===== config.mk =====
export PLATFORM = sky130hd
export DESIGN_NAME = mem_arbiter
export DESIGN_NICKNAME = d
export VERILOG_FILES = /design/src/rtl/mem_arbiter.sv
export SDC_FILE = /design/constraint.sdc
export NUM_CORES = 1
export LEC_CHECK = 0
export BUFFER_PORTS_ARGS = -buffer_cell sky130_fd_sc_hd__buf_2
export CORE_MARGIN = 1
export CORE_UTILIZATION = 45
export CTS_CLUSTER_SIZE = 40
export DETAILED_ROUTE_END_ITERATION = 12
export PLACE_DENSITY = 0.82
export REMOVE_ABC_BUFFERS = 1
export SYNTH_ARGS = -nofsm -noshare
export SYNTH_HDL_FRONTEND = slang
export SYNTH_SLANG_ARGS = --single-unit

===== constraint.sdc =====
create_clock -name clock -period 4.2 [get_ports clock]
set_input_delay 0 -clock clock [delete_from_list [all_inputs] [get_ports clock]]
set_output_delay 0 -clock clock [all_outputs]
set_load 0.03 [all_outputs]

===== src/rtl/mem_arbiter.sv =====
// mem_arbiter: two-port (instruction fetch / data) arbiter feeding a single AXI bridge request channel.
//   clock, reset           : rising-edge clock, synchronous active-high reset
//   imem_valid/addr        : fetch request pulse and byte address
//   imem_rdata/ready       : fetch response, routed combinationally from the bridge
//   dmem_valid/addr/wdata/wstrb : data request pulse; wstrb 0 = load, nonzero = store
//   dmem_rdata/ready       : data response, routed combinationally from the bridge
//   axi_valid/instr/addr/wdata/wstrb : registered one-cycle request to the bridge
//   axi_rdata/ready        : bridge response
//   MEM_ARBITER_RR_EN      : when defined, alternate between ports when both are pending;
//                            otherwise data has fixed priority
module mem_arbiter (
    input  logic        clock,
    input  logic        reset,
    input  logic        imem_valid,
    input  logic [31:0] imem_addr,
    output logic [31:0] imem_rdata,
    output logic        imem_ready,
    input  logic        dmem_valid,
    input  logic [31:0] dmem_addr,
    input  logic [31:0] dmem_wdata,
    input  logic [3:0]  dmem_wstrb,
    output logic [31:0] dmem_rdata,
    output logic        dmem_ready,
    output logic        axi_valid,
    output logic        axi_instr,
    output logic [31:0] axi_addr,
    output logic [31:0] axi_wdata,
    output logic [3:0]  axi_wstrb,
    input  logic [31:0] axi_rdata,
    input  logic        axi_ready
);
    typedef enum logic [1:0] {IDLE, BUSY_I, BUSY_D} state_t;
    state_t      state_q, state_d;
    logic        slot_i_v_q, slot_i_v_d, slot_d_v_q, slot_d_v_d;
    logic [31:0] slot_i_addr_q, slot_i_addr_d, slot_d_addr_q, slot_d_addr_d;
    logic [31:0] slot_d_wdata_q, slot_d_wdata_d;
    logic [3:0]  slot_d_wstrb_q, slot_d_wstrb_d;
    logic        axi_valid_q, axi_valid_d, axi_instr_q, axi_instr_d;
    logic [31:0] axi_addr_q, axi_addr_d, axi_wdata_q, axi_wdata_d;
    logic [3:0]  axi_wstrb_q, axi_wstrb_d;
    logic        done, free, acc_i, acc_d, pend_i, pend_d, prefer_i, gnt_i, gnt_d;
`ifdef MEM_ARBITER_RR_EN
    logic        last_i_q, last_i_d;
`endif

    always_comb begin
        done           = (state_q != IDLE) && axi_ready;
        // A grant may be decided in IDLE or in the response cycle itself, so the
        // registered axi_valid lands on the cycle after the bridge went idle.
        free           = (state_q == IDLE) || done;
        // The owner port may re-request only in its own response cycle.
        acc_i          = imem_valid && !slot_i_v_q && (state_q != BUSY_I || axi_ready);
        acc_d          = dmem_valid && !slot_d_v_q && (state_q != BUSY_D || axi_ready);
        // A request arriving this cycle is visible to arbitration immediately.
        pend_i         = slot_i_v_q || acc_i;
        pend_d         = slot_d_v_q || acc_d;
        slot_i_addr_d  = slot_i_v_q ? slot_i_addr_q : imem_addr;
        slot_d_addr_d  = slot_d_v_q ? slot_d_addr_q : dmem_addr;
        slot_d_wdata_d = slot_d_v_q ? slot_d_wdata_q : dmem_wdata;
        slot_d_wstrb_d = slot_d_v_q ? slot_d_wstrb_q : dmem_wstrb;
`ifdef MEM_ARBITER_RR_EN
        prefer_i       = !last_i_q;
`else
        prefer_i       = 1'b0;
`endif
        gnt_d          = free && pend_d && !(pend_i && prefer_i);
        gnt_i          = free && pend_i && !gnt_d;
`ifdef MEM_ARBITER_RR_EN
        last_i_d       = gnt_i ? 1'b1 : gnt_d ? 1'b0 : last_i_q;
`endif
        slot_i_v_d     = pend_i && !gnt_i;
        slot_d_v_d     = pend_d && !gnt_d;
        state_d        = gnt_i ? BUSY_I : gnt_d ? BUSY_D : done ? IDLE : state_q;
        axi_valid_d    = gnt_i || gnt_d;
        axi_instr_d    = gnt_i;
        axi_addr_d     = gnt_i ? slot_i_addr_d : gnt_d ? slot_d_addr_d : 32'h0;
        axi_wdata_d    = gnt_d ? slot_d_wdata_d : 32'h0;
        axi_wstrb_d    = gnt_d ? slot_d_wstrb_d : 4'h0;
    end

    always_ff @(posedge clock) begin
        if (reset) begin
            state_q        <= IDLE;
            slot_i_v_q     <= 1'b0;
            slot_d_v_q     <= 1'b0;
            slot_i_addr_q  <= 32'h0;
            slot_d_addr_q  <= 32'h0;
            slot_d_wdata_q <= 32'h0;
            slot_d_wstrb_q <= 4'h0;
            axi_valid_q    <= 1'b0;
            axi_instr_q    <= 1'b0;
            axi_addr_q     <= 32'h0;
            axi_wdata_q    <= 32'h0;
            axi_wstrb_q    <= 4'h0;
`ifdef MEM_ARBITER_RR_EN
            last_i_q       <= 1'b0;
`endif
        end else begin
            state_q        <= state_d;
            slot_i_v_q     <= slot_i_v_d;
            slot_d_v_q     <= slot_d_v_d;
            slot_i_addr_q  <= slot_i_addr_d;
            slot_d_addr_q  <= slot_d_addr_d;
            slot_d_wdata_q <= slot_d_wdata_d;
            slot_d_wstrb_q <= slot_d_wstrb_d;
            axi_valid_q    <= axi_valid_d;
            axi_instr_q    <= axi_instr_d;
            axi_addr_q     <= axi_addr_d;
            axi_wdata_q    <= axi_wdata_d;
            axi_wstrb_q    <= axi_wstrb_d;
`ifdef MEM_ARBITER_RR_EN
            last_i_q       <= last_i_d;
`endif
        end
    end

    assign axi_valid  = axi_valid_q;
    assign axi_instr  = axi_instr_q;
    assign axi_addr   = axi_addr_q;
    assign axi_wdata  = axi_wdata_q;
    assign axi_wstrb  = axi_wstrb_q;
    // Responses are masked while reset is held so an abandoned transaction never completes.
    assign imem_ready = !reset && state_q == BUSY_I && axi_ready;
    assign dmem_ready = !reset && state_q == BUSY_D && axi_ready;
    assign imem_rdata = imem_ready ? axi_rdata : 32'h0;
    assign dmem_rdata = dmem_ready ? axi_rdata : 32'h0;
endmodule

==> impl_results.md <==
- Critical path's top delay family: buffers and inverters
- Crit-path max FO: 46
- Worst vdd ir: 0.373 mV
- Level count of the clock H-tree: 4
- Post-synthesis cell type count: 26
- Comb pwr share: 13.9%
- Power Dens Cells: 417 mW/mm²
- Pre-antenna DRT Iters: 4
- Category of the critical setup timing path: reg -> reg
- Total half-perimeter wirelength after legalization and detailed placement: 9.99 mm
- Iteration-0 DRC count of the detailed router: 342
- Maximum count of clock buffers along a single path: 2
- Routed vias: 5458
- Worst hold margin: 0.0138 ns
- ANT nets after route: 0
- Worst path max stage delay: 0.86 ns
- Part of the total power dissipated in sequential elements: 46.3%
- Cell count after synthesis: 575
- Worst Path Arrival: 2.73 ns
- Slew of the pin with the lowest slew margin: 0.798 ns
- Reg2Reg Capture Point: slot_d_wdata_q[15]
- Horiz. Die Dim: 119 µm
- Average wire per standard cell: 15.8 µm
- Weighted congestion reported at the end of routability-driven placement: 0.721
- Setup-failing EPs final: 0
- Crit-path slowest cell: sky130_fd_sc_hd__dfxtp_4
- Number of antenna violations at the first check in global routing: 0
- Remaining Overflow, GRT: 0
- Aggregate routed wire length: 17.9 mm
- Setup Fix Bufs, Post-CTS: 0
- Result of the run: finished, final reports clean
- Number of remaining DRC errors: 0
- Number of buffers created by CTS: 17
- Final max-slew violation count: 0
- Endpoint type of the worst setup path: flop
- Leak: 4.36 nW
- Cell Area, Placed: 0.00753 mm²
- Clock period minus final worst setup slack: 2.42 ns
- Area growth from synthesis to final layout: 51.8%
- Seq cells post-synth: 174
- Critical path startpoint category: flop
- Die footprint: 0.0141 mm²
- Cell-internal power: 0.00288 W
- Critical path buffers and inverters: 2
- Post-Place Cells: 986
- Type of the tightest min-delay check: in -> reg
- Cell at the root of the clock tree: sky130_fd_sc_hd__clkbuf_16
- Hold path startpoint: reset
- Most common cell after layout, fill and taps aside: sky130_fd_sc_hd__buf_2
- Total routing usage reported by global routing: 25.4%
- Hold violation total from the final report: 0
- Antenna cell count: 0
- I/O Pins: 273
- Starting density of the core: 46.2%
- Relative slew margins: 46.8%
- Share of the yosys chip area belonging to registers: 56.9%
- Number of cells traversed by the worst register-to-register path: 4
- Highest-count cells in the layout ignoring fill and taps: sky130_fd_sc_hd__buf_2, sky130_fd_sc_hd__dfxtp_1, sky130_fd_sc_hd__dlygate4sd3_1, sky130_fd_sc_hd__nor2_1, sky130_fd_sc_hd__mux2i_1
- Maximum number of pins on one net before global-route repair: 62
- Clock latency at the later pin of the worst-skew pair: 0.43 ns
- Share of final-layout standard cells stronger than drive strength 1: 33.5%
- Clk network pwr share: 39.8%
- Core Rows: 42
- Switching Power: 0.000997 W
- Number of gates given a new drive strength after cts: 0
- Minimum setup slack among reg-to-reg paths: 1.78 ns
- Number of global-route vias before repair: 5528
- Critical R2R Launch: slot_d_v_q
- CTS Sinks: 174
- Avg Cell Area, Syn: 10.6 µm²
- First-pass GRT wire length: 27.8 mm
- I/O Buffers: 272
- Ordered cell list for the critical path: buf_4 > mux2i_1 > nor2_1 > dlygate4sd3_1
- Clock transition time at the flip-flop clock pins of the worst setup and hold paths: 0.06 ns
- Total of max-cap violations: 0
- Sink of the worst hold path: axi_wdata[3]
- Final cell area excluding filler cells: 0.00929 mm²
- Setup repair after global routing missed its margin: no
- Hold-critical path depth: 2
- Die boundary height: 119 µm
- Post-synthesis instance area: 0.00612 mm²
- TritonCTS clock tree: yes
- Clock Skew: 0.00903 ns
- Number of hold-repair buffers added at the cts stage: 117
- Count of warnings emitted by yosys: 0
- Switching share of total power: 25.7%
- Vias per inst: 4.81
- Final period util: 57.7%
- Number of cells in the finished layout apart from fillers: 1135
- Highest attainable clock frequency: 0.413 GHz
- Required time at the endpoint of the critical path: 4.51 ns
- Area of the core region: 0.0132 mm²
- Final nets: 1083
## layer usage
metal | vias to the layer above | track usage (%) | part of all wire, %
met2 | 182 | 44.0 | 51
met5 | - | 0 | 0
met1 | 2566 | 29.8 | 42
met3 | 29 | 6.18 | 5.3
li1 | 2681 | - | -
met4 | 0 | 10.4 | 2.0
## logic make-up after synthesis
group                  count (synthesis)  share of synthesized area (%)
AOI/OAI and AO/OA                     41                           5.48
buffers and inverters                 44                           3.78
DFF                                  174                           56.9
muxes                                100                           16.4
and+or+nand+nor                      216                           17.5
## cell type report
type / count / area (µm²)
Timing Repair Buffer: 396 / 2590
Sequential cell: 174 / 3490
Tap cell: 176 / 220
Fill cell: 939 / 3950
Clock inverter: 11 / 104
Clock buffer: 21 / 482
Multi-Input combinational cell: 357 / 2410
## power by group through the flow
| stage | Clock, W | Sequential, W | Combinational [W] |
|---|---|---|---|
| 6_report | 0.00154 | 0.00179 | 0.000538 |
| 5_1_grt | 0.00164 | 0.00180 | 0.000576 |
| 4_1_cts | 0.00157 | 0.00179 | 0.000528 |
| 3_5_place_dp | 0 | 0.00183 | 0.000441 |
| 3_3_place_gp | 0 | 0.00182 | 0.000433 |
| 2_1_floorplan | 0 | 0.00191 | 0.000175 |
## metrics by stage
| stage | setup TNS (ns) | util (%) | power (W) | worst slack (ns) |
|---|---|---|---|---|
| after floorplan | -0.0181 | - | 0.00208 | -0.00903 |
| after global placement | 0 | 56.9 | 0.00226 | 2.23 |
| after detailed placement | 0 | 56.9 | 0.00227 | 2.21 |
| after CTS | 0 | 70.2 | 0.00389 | 1.92 |
| after global routing | 0 | 70.2 | 0.00402 | 1.70 |
| final | 0 | 70.2 | 0.00388 | 1.78 |
## sequential cells by signal, indices dropped and copies added (netlist names)
signal	cells
state_q	2
axi_addr	32
axi_wstrb	4
slot_d_wstrb_q	4
axi_instr	1
slot_d_v_q	1
slot_d_wdata_q	32
slot_i_addr_q	32
slot_d_addr_q	32
slot_i_v_q	1
axi_wdata	32
axi_valid	1
## cell usage after synthesis (all sizes together)
| cell type | count | share of area (%) |
|---|---|---|
| a21oi | 3 | 0.25 |
| mux2i | 100 | 16 |
| nand2b | 2 | 0.20 |
| dfxtp | 174 | 57 |
| clkbuf | 20 | 1.2 |
| nand3 | 1 | 0.082 |
| and2 | 64 | 6.5 |
| o21bai | 1 | 0.12 |
| o21ba | 1 | 0.16 |
| a211oi | 1 | 0.12 |
| buf | 24 | 2.6 |
| nand2 | 2 | 0.12 |
| and3 | 1 | 0.18 |
| nor2 | 102 | 6.3 |
| a22o | 32 | 4.6 |
| or3b | 1 | 0.14 |
| nor3 | 40 | 3.4 |
| or2 | 1 | 0.14 |
| o21ai | 3 | 0.25 |
| and4bb | 2 | 0.41 |
## worst max-delay path by stage
stage | slack, ns | from | cells past startpoint | to
4_1_cts | 1.92 | slot_d_v_q | 4 | slot_d_wdata_q[25]
6_report | 1.78 | slot_d_v_q | 4 | slot_d_wdata_q[15]
5_1_grt | 1.70 | slot_d_v_q | 4 | slot_d_wdata_q[15]
3_5_place_dp | 2.21 | slot_i_v_q | 4 | axi_addr[31]
3_3_place_gp | 2.23 | slot_i_v_q | 4 | axi_addr[26]
2_1_floorplan | -0.009 | slot_d_v_q | 2 | axi_wdata[31]
Power figures use the tool's default switching activity.
